## src/rtl/ps2_pkg.sv

```systemverilog
// Shared PS/2 definitions: one-hot sequencer states, prefix/error byte
// values and the key event record passed on to the display stage.
package ps2_pkg;

  // One-hot state encoding for the key sequencer.
  typedef enum logic [2:0] {
    StIdle   = 3'b001,
    StDecode = 3'b010,
    StEmit   = 3'b100
  } ps2_state_e;

  localparam logic [7:0] PS2_EXT    = 8'hE0;
  localparam logic [7:0] PS2_BRK    = 8'hF0;
  localparam logic [7:0] PS2_ERR_LO = 8'h00;
  localparam logic [7:0] PS2_ERR_HI = 8'hFF;

  // Key event: extended flag, break (release) flag, bare scancode.
  typedef struct packed {
    logic       ext;
    logic       brk;
    logic [7:0] code;
  } ps2_evt_t;

  // Keyboard error / buffer overrun codes carry no key information.
  function automatic logic ps2_is_err(input logic [7:0] b);
    return (b == PS2_ERR_LO) || (b == PS2_ERR_HI);
  endfunction

endpackage

```

## src/rtl/ps2_key_sequencer.sv

```systemverilog
// Pops bytes from the PS/2 receiver FIFO, folds E0/F0 prefixes into the
// following scancode and emits one make/break event per key action.
//
// Ports:
//   clk, rst            clock, asynchronous active-low reset
//   ps2_ready_i         receiver FIFO non-empty
//   ps2_data_i          byte at FIFO head
//   ps2_overflow_i      receiver overflow indication
//   ps2_nextdata_n_o    active-low pop strobe, one cycle per byte
//   evt_valid_o/evt_ready_i        event handshake
//   evt_code_o/evt_ext_o/evt_break_o  event payload
//   key_held_o, held_code_o, held_ext_o  currently held key
//   press_cnt_o         accepted make events, mod 256
//   ovf_seen_o          sticky overflow flag
module ps2_key_sequencer
  import ps2_pkg::*;
#(
  parameter bit FILTER_REPEAT = 1'b1
) (
  input  logic       clk,
  input  logic       rst,
  input  logic       ps2_ready_i,
  input  logic [7:0] ps2_data_i,
  input  logic       ps2_overflow_i,
  output logic       ps2_nextdata_n_o,
  output logic       evt_valid_o,
  input  logic       evt_ready_i,
  output logic [7:0] evt_code_o,
  output logic       evt_ext_o,
  output logic       evt_break_o,
  output logic       key_held_o,
  output logic [7:0] held_code_o,
  output logic       held_ext_o,
  output logic [7:0] press_cnt_o,
  output logic       ovf_seen_o
);

  ps2_state_e state_q;
  logic [7:0] byte_q;
  logic       ext_pend_q;
  logic       brk_pend_q;
  logic       nextdata_n_q;
  logic       evt_valid_q;
  ps2_evt_t   evt_q;
  logic       key_held_q;
  logic [7:0] held_code_q;
  logic       held_ext_q;
  logic [7:0] press_cnt_q;
  logic       ovf_seen_q;

  logic drop_repeat;
  logic brk_match;

  // Typematic repeat: a make of the key that is already down.
  assign drop_repeat = FILTER_REPEAT && !brk_pend_q && key_held_q &&
                       (ext_pend_q == held_ext_q) && (byte_q == held_code_q);

  assign brk_match = (evt_q.ext == held_ext_q) && (evt_q.code == held_code_q);

  always_ff @(posedge clk or negedge rst) begin
    if (!rst) begin
      state_q      <= StIdle;
      byte_q       <= 8'h00;
      ext_pend_q   <= 1'b0;
      brk_pend_q   <= 1'b0;
      nextdata_n_q <= 1'b1;
      evt_valid_q  <= 1'b0;
      evt_q        <= '0;
      key_held_q   <= 1'b0;
      held_code_q  <= 8'h00;
      held_ext_q   <= 1'b0;
      press_cnt_q  <= 8'h00;
      ovf_seen_q   <= 1'b0;
    end else begin
      nextdata_n_q <= 1'b1;
      if (ps2_overflow_i) begin
        ovf_seen_q <= 1'b1;
      end

      unique case (state_q)
        StIdle: begin
          if (ps2_ready_i) begin
            byte_q       <= ps2_data_i;
            nextdata_n_q <= 1'b0;
            state_q      <= StDecode;
          end
        end

        StDecode: begin
          state_q <= StIdle;
          if (byte_q == PS2_EXT) begin
            ext_pend_q <= 1'b1;
          end else if (byte_q == PS2_BRK) begin
            brk_pend_q <= 1'b1;
          end else if (ps2_is_err(byte_q)) begin
            ext_pend_q <= 1'b0;
            brk_pend_q <= 1'b0;
          end else begin
            evt_q      <= '{ext: ext_pend_q, brk: brk_pend_q, code: byte_q};
            ext_pend_q <= 1'b0;
            brk_pend_q <= 1'b0;
            if (!drop_repeat) begin
              evt_valid_q <= 1'b1;
              state_q     <= StEmit;
            end
          end
        end

        StEmit: begin
          if (evt_ready_i) begin
            evt_valid_q <= 1'b0;
            state_q     <= StIdle;
            if (!evt_q.brk) begin
              key_held_q  <= 1'b1;
              held_code_q <= evt_q.code;
              held_ext_q  <= evt_q.ext;
              press_cnt_q <= press_cnt_q + 8'd1;
            end else if (brk_match) begin
              // Held code/ext keep their last value after release.
              key_held_q <= 1'b0;
            end
          end
        end

        default: state_q <= StIdle;
      endcase
    end
  end

  assign ps2_nextdata_n_o = nextdata_n_q;
  assign evt_valid_o      = evt_valid_q;
  assign evt_code_o       = evt_q.code;
  assign evt_ext_o        = evt_q.ext;
  assign evt_break_o      = evt_q.brk;
  assign key_held_o       = key_held_q;
  assign held_code_o      = held_code_q;
  assign held_ext_o       = held_ext_q;
  assign press_cnt_o      = press_cnt_q;
  assign ovf_seen_o       = ovf_seen_q;

endmodule

```

## config.mk

```make
export PLATFORM = sky130hd
export DESIGN_NAME = ps2_key_sequencer
export DESIGN_NICKNAME = d
export VERILOG_FILES = /design/src/rtl/ps2_pkg.sv /design/src/rtl/ps2_key_sequencer.sv
export SDC_FILE = /design/constraint.sdc
export NUM_CORES = 1
export LEC_CHECK = 0
export ABC_AREA = 1
export BUFFER_PORTS_ARGS = -buffer_cell sky130_fd_sc_hd__buf_2
export CAP_MARGIN = 20
export CORE_MARGIN = 4
export CORE_UTILIZATION = 61
export CTS_BUF_LIST = sky130_fd_sc_hd__clkbuf_2
export CTS_CLUSTER_DIAMETER = 60
export DETAILED_ROUTE_END_ITERATION = 10
export HOLD_SLACK_MARGIN = 0.1
export PLACE_DENSITY = 0.95
export SETUP_SLACK_MARGIN = 0.02
export SYNTH_ARGS = -nofsm -noshare
export SYNTH_HDL_FRONTEND = slang
export SYNTH_SLANG_ARGS = --single-unit
```

## constraint.sdc

```tcl
create_clock -name clk -period 2.5 [get_ports clk]
set_input_delay 0.125 -clock clk [delete_from_list [all_inputs] [get_ports clk]]
set_output_delay 0.125 -clock clk [all_outputs]
set_load 0.01 [all_outputs]
```

== Word level (Yosys, flattened, before mapping) ==
Cells that the tools add are included.

* Add/subtract/negate cells: 1
* Magnitude comparators: 0
* Shift-type cells: 0
* Muxes and demuxes: 20
* Bitwise logic cells: 4
* $mul: 0
* Reduce and logical (&&, ||, !) cells: 16
* Eq/ne operators: 18
* Divide/modulo/power cells: 0

{| class="wikitable"
|+ Operator list
! kind !! number
|-
| $eq 8x8->1 const B || 3
|-
| $mux 3 || 6
|-
| $eq 8x8->1 || 2
|-
| $ne 2x2->1 const B || 7
|-
| $mux 1 || 12
|-
| $pmux 3 s3 || 1
|-
| $add 8x1->8 const B || 1
|-
| $logic_not 8->1 || 1
|-
| $reduce_and 2->1 || 4
|-
| $reduce_and 3->1 || 2
|-
| $reduce_and 6->1 || 1
|-
| $logic_and 1x1->1 || 4
|-
| $not 1->1 || 4
|-
| $reduce_and 4->1 || 1
|-
| $eq 3x1->1 const B || 1
|-
| $eq 3x2->1 const B || 1
|-
| $eq 3x3->1 const B || 1
|-
| $eq 1x1->1 || 2
|-
| $ne 2x1->1 const B || 1
|-
| $pmux 1 s2 || 1
|-
| $reduce_bool 2->1 || 1
|-
| $logic_not 1->1 || 1
|-
| $logic_or 1x1->1 || 1
|}

* Bits in latches: 0
* Bits in writable memories: 0
* Memories kept: 0
* Input bits: 13
* Output and inout port bits: 31
* Word-level logic and storage cells: 73
* Register bits: 44
* Memory bits (read-only): 0

== Logic depth before layout (Yosys ltp) ==
* Word-level depth: 9
* Gate-level depth with buffers: 10
* Depth with buffers taken out: 10

== Worst setup path after synthesis ==
Ideal clock, no wire load.

* Kind: flip-flop to flip-flop
* From: register state_q[0]
* To: register byte_q[4]
* Data required time: 2377 ps
* Path buffers: 1
* Path slack: 1152 ps
* Arrival: 1226 ps
* Stages on the path, launching flop included: 7
* Library setup time: 123 ps
* Cells stage by stage: dfstp_2 > inv_1 > nor3_1 > inv_2 > nor2_8 > buf_6 > o21ai_1

* Word-level cells in the longest chain between the ends: 2

{| class="wikitable"
|+ RTL lines
! item !! line !! source
|-
| start: declaration || ps2_key_sequencer.sv:38 || <nowiki>ps2_state_e state_q;</nowiki>
|-
| start signal: assignment || ps2_key_sequencer.sv:62 || <nowiki>state_q <= StIdle;</nowiki>
|-
| start signal: assignment || ps2_key_sequencer.sv:85 || <nowiki>state_q <= StDecode;</nowiki>
|-
| start signal: assignment || ps2_key_sequencer.sv:90 || <nowiki>state_q <= StIdle;</nowiki>
|-
| $eq 3x1->1 || ps2_key_sequencer.sv:80 || <nowiki>unique case (state_q)</nowiki>
|-
| $reduce_and 2->1 (no line) || n/a ||
|-
| end signal: assignment || ps2_key_sequencer.sv:83 || <nowiki>byte_q <= ps2_data_i;</nowiki>
|-
| end: declaration || ps2_key_sequencer.sv:39 || <nowiki>logic [7:0] byte_q;</nowiki>
|}

No other way between the ends.
A chain may end at the register's enable or synchronous reset.

== Worst setup path in the final report ==
* From: register byte_q[4]
* To: register state_q[0]

* Word-level cells in the longest chain between the ends: 7

{| class="wikitable"
|+ RTL lines
! item !! line !! source
|-
| $eq 8x8->1 || ps2_key_sequencer.sv:56 || <nowiki>(ext_pend_q == held_ext_q) && (byte_q == held_code_q);</nowiki>
|-
| $logic_and 1x1->1 || ps2_key_sequencer.sv:56 ||
|-
| $mux 3 || ps2_key_sequencer.sv:102 || <nowiki>if (!drop_repeat) begin</nowiki>
|-
| $mux 3 || ps2_key_sequencer.sv:95 || <nowiki>end else if (ps2_is_err(byte_q)) begin</nowiki>
|-
| $mux 3 || ps2_key_sequencer.sv:93 || <nowiki>end else if (byte_q == PS2_BRK) begin</nowiki>
|-
| $mux 3 (*) || ps2_key_sequencer.sv:91 || <nowiki>if (byte_q == PS2_EXT) begin</nowiki>
|-
| $pmux 3 s3 (*) || ps2_key_sequencer.sv:80 ||
|-
| end signal: assignment || ps2_key_sequencer.sv:85 ||
|-
| end signal: assignment || ps2_key_sequencer.sv:90 ||
|-
| end signal: assignment || ps2_key_sequencer.sv:104 || <nowiki>state_q <= StEmit;</nowiki>
|}

Mark *: on every way between the ends. The rest lies on a longest branch, timed or not.

==> impl_results.md <==
* Clock H-tree levels at 2
* CTS max path bufs at 2
* TritonCTS clock tree: done
* Reg2reg path depth at 10
* Wirelength per Cell at 14.2 µm
* Overall Global Routing Usage at 25.8%
* Clock Sinks at between 40 and 50
* Seq pwr share at 46.2%
* Share of the synthesized area in the top cell type at between 40% and 50%
* IO Count at 44
* Crit path arrival time at 2.35 ns
* Crit Path Max Fanout at 11
* Count of cell types in the netlist at 30
* Post-DRT Antenna Nets at 0
* Vias per cell at about 5.3
* Cells after Synth at 251
* Number of port buffers at 43
* Fillers at 242
* Full die area at 4590 µm²
* Setup Total Neg Slack at 0 ns
* Total power at 0.00277 W
* Switching Share at approximately 45%
* Dominant cell type by area after synthesis: dfrtp_1
* Num CTS Buffers at 5
* N_diodes at 0
* FF-to-FF End: state_q[0]
* Crit path capture type: flop
* Starting Density at 64.2%
* Row count at 21
* Nets at 324
* Int Pwr at roughly 0.0015 W
* Worst Setup EP: state_q[0]
* Peak supply drop at 0.718 mV
* Vias at 1872
* Top cells by area, synth: dfrtp_1, nand2_1, o21ai_1
* Layout Cells excl Fill at 356
* Placed Cells at 336
* Leak at ~1.3 nW
* Layout Utilization at 76.0%
* Outcome: finished, final reports clean
* NetSw at approximately 0.0013 W
* Async S/R FF share, synth at 100%
* Die W at 67.7 µm
* Slew HR at 36.6%
* Final Max Tran Viols at 0
* Synthesized Nets at between 200 and 300
* Global-route wire length before repair at 8670 µm
* Maximum capacitance violations at 0
* Pwr dens at 1080 nW/µm²
* Vias in the first global route at roughly 1900
* Combinational power share at 43.5%
* Clock latency on the worst-skew pair at 0.42 ns
* Synth Flop Type: dfrtp_1
* Root Buffer: clkbuf_2
* Synthesized area at ~2200 µm²
* Sequential share of the synthesized area at 50.7%
* Fin. Hold Viols at 0
* Final WL at 5070 µm
* Min-delay worst type: primary input to asynchronous set/reset pin
* Skew final at between 0.02 and 0.025 ns
* Nature of the critical path startpoint: flop
* Share of cells above drive strength 1 at 27.7%
* Largest net degree at the start of global routing at 45
* EDFF count, synth at 0
* Post-route DRC at 0
* Number of synthesized register bits at 44
* Grt ovf at 0
* Reg2reg setup slack at 0.50 ns
* Setup Viol. Count Final at 0
* Initial drt markers at 130
* Clock Power Share at 10.3%
* Initial antenna violation count at 0
* Number of buffers added for setup after CTS at 0
* Final period util at 79.9%
* Die H at between 60 and 70 µm
* Ys Warns at 0
* Drt pass-1 iters at 4
* GP Congestion at 0.870
* Achievable frequency at 501 MHz
* Worst slew pin tran at 0.951 ns
* Min Tclk post-route at 2.00 ns
* Clk slew on worst S/H paths at about 0.22 ns
* Mean post-synth cell area at between 8 and 9 µm²
* Core outline area at around 3400 µm²
* RSZ-0062 raised after global routing: no
* Crit path launch: byte_q[4]
* Kind of critical path: flop to flop
* Worst EP required at approximately 2.9 ns
* Area grow syn2layout at 18.3%
* Post-DP HPWL at ~3700 µm
* RR Startpoint: byte_q[4]
## state kept, by name, summed over array words and instances (netlist names)
name,count
byte_q,8
evt_code_o,8
held_code_o,8
press_cnt_o,8
state_q,3
brk_pend_q,1
evt_break_o,1
evt_ext_o,1
evt_valid_o,1
ext_pend_q,1
held_ext_o,1
key_held_o,1
ovf_seen_o,1
ps2_nextdata_n_o,1
## power groups by stage
stage                     combinational (W)  clock [W]  sequential, W
final                               0.00121   0.000285        0.00128
after global routing                0.00135   0.000320        0.00133
after CTS                           0.00121   0.000290        0.00127
after detailed placement            0.00117          0        0.00128
after global placement              0.00112          0        0.00126
after floorplan                    0.000768          0        0.00130
## cells in the final DEF, fill, tap and decap left out
master         count
a21oi_1            1
nand3_2            1
clkinv_2           1
o21ai_2            5
xnor2_1            9
nor3_1             2
clkbuf_2           6
o21ai_0            2
nor2_1            13
inv_4              1
o22ai_1            1
inv_2              5
or2_2              1
buf_2             43
o211ai_1           1
o21ai_1           20
dfstp_2            2
nand4_1            5
o2111ai_1          2
xor2_1             3
ha_1               1
nor2_2             7
nand2_4            2
nor3_4             1
nor2_8             1
nand2_2            7
nand3_1            5
nand2_1           78
dlygate4sd3_1     13
inv_1             26
dfrtp_1           42
nor2_4             3
## routing by layer
layer	GRT usage (%)	routed length, µm
met1	32.9	2160
met2	42.8	2510
met3	6.32	298
met4	8.61	97
met5	0	0
## how the worst min path moves through the flow
stage	slack (ns)	startpoint	cells past startpoint	end
after detailed placement	0.32	rst	1	held_code_o[4]
final	0.35	rst	2	held_code_o[1]
after global placement	0.31	ps2_overflow_i	2	ovf_seen_o
after global routing	0.43	rst	2	held_code_o[4]
after CTS	0.39	rst	2	held_code_o[4]
after floorplan	-0.17	rst	0	brk_pend_q
## area by class of cell
cell class / count / area [µm²] / area share (%)
Clock inverter: 1 / 5.00 / 0.194
Multi-Input combinational cell: 171 / 912 / 35.4
Sequential cell: 44 / 1100 / 42.8
Inverter: 32 / 123 / 4.76
Tap cell: 46 / 57.6 / 2.23
Clock buffer: 6 / 30.0 / 1.17
Timing Repair Buffer: 56 / 345 / 13.4
## cells in the mapped netlist, types with 3 or more instances
cell and n:
inv_2 5, o21ai_2 5, nand4_1 5, xnor2_1 9
buf_6 3, nor2_1 13, dfrtp_1 42, nor2_2 7
nand3_1 5, nand2_1 78, o21ai_1 20, xor2_1 3
inv_1 26, nor2_4 3, nand2_2 7
## critical path, stage by stage (launching register included)
cell	delay [ns]
dfrtp_1	0.44
inv_1	0.12
nand4_1	0.12
nor2_2	0.06
nor2_2	0.11
nand2_2	0.08
nor2_4	0.27
nand2_4	0.09
nand3_2	0.07
nand2_1	0.05
dlygate4sd3_1	0.55
## what timing repair did
| item | in CTS | in global routing |
|---|---|---|
| endpoints found under the hold margin | 54 | 0 |
| hold buffers | 13 | 0 |
| resized for setup | 0 | 0 |
## cells by family (layout without fill, tap and decap cells)
| logic type | count (synthesis) | count (layout) | share of synthesized area, % |
|---|---|---|---|
| buffers and inverters | 36 | 95 | 7.41 |
| AND/OR/NAND/NOR | 126 | 126 | 27.8 |
| flip-flops | 44 | 44 | 50.7 |
| adder cells (fa/ha/maj) | 1 | 1 | 0.575 |
| XOR/XNOR | 12 | 12 | 4.83 |
| AO/OA/AOI/OAI | 32 | 32 | 8.74 |
## through the flow
stage / hold slack (ns) / instance area [µm²] / setup WS [ns]
final: 0.355 / 2580 / 0.503
after global routing: 0.427 / 2580 / 0.396
after CTS: 0.385 / 2580 / 0.510
after detailed placement: 0.322 / 2410 / 0.861
after global placement: 0.314 / 2410 / 0.952
after floorplan: -0.171 / 2180 / 1.15
(Power assumes the default switching activity.)
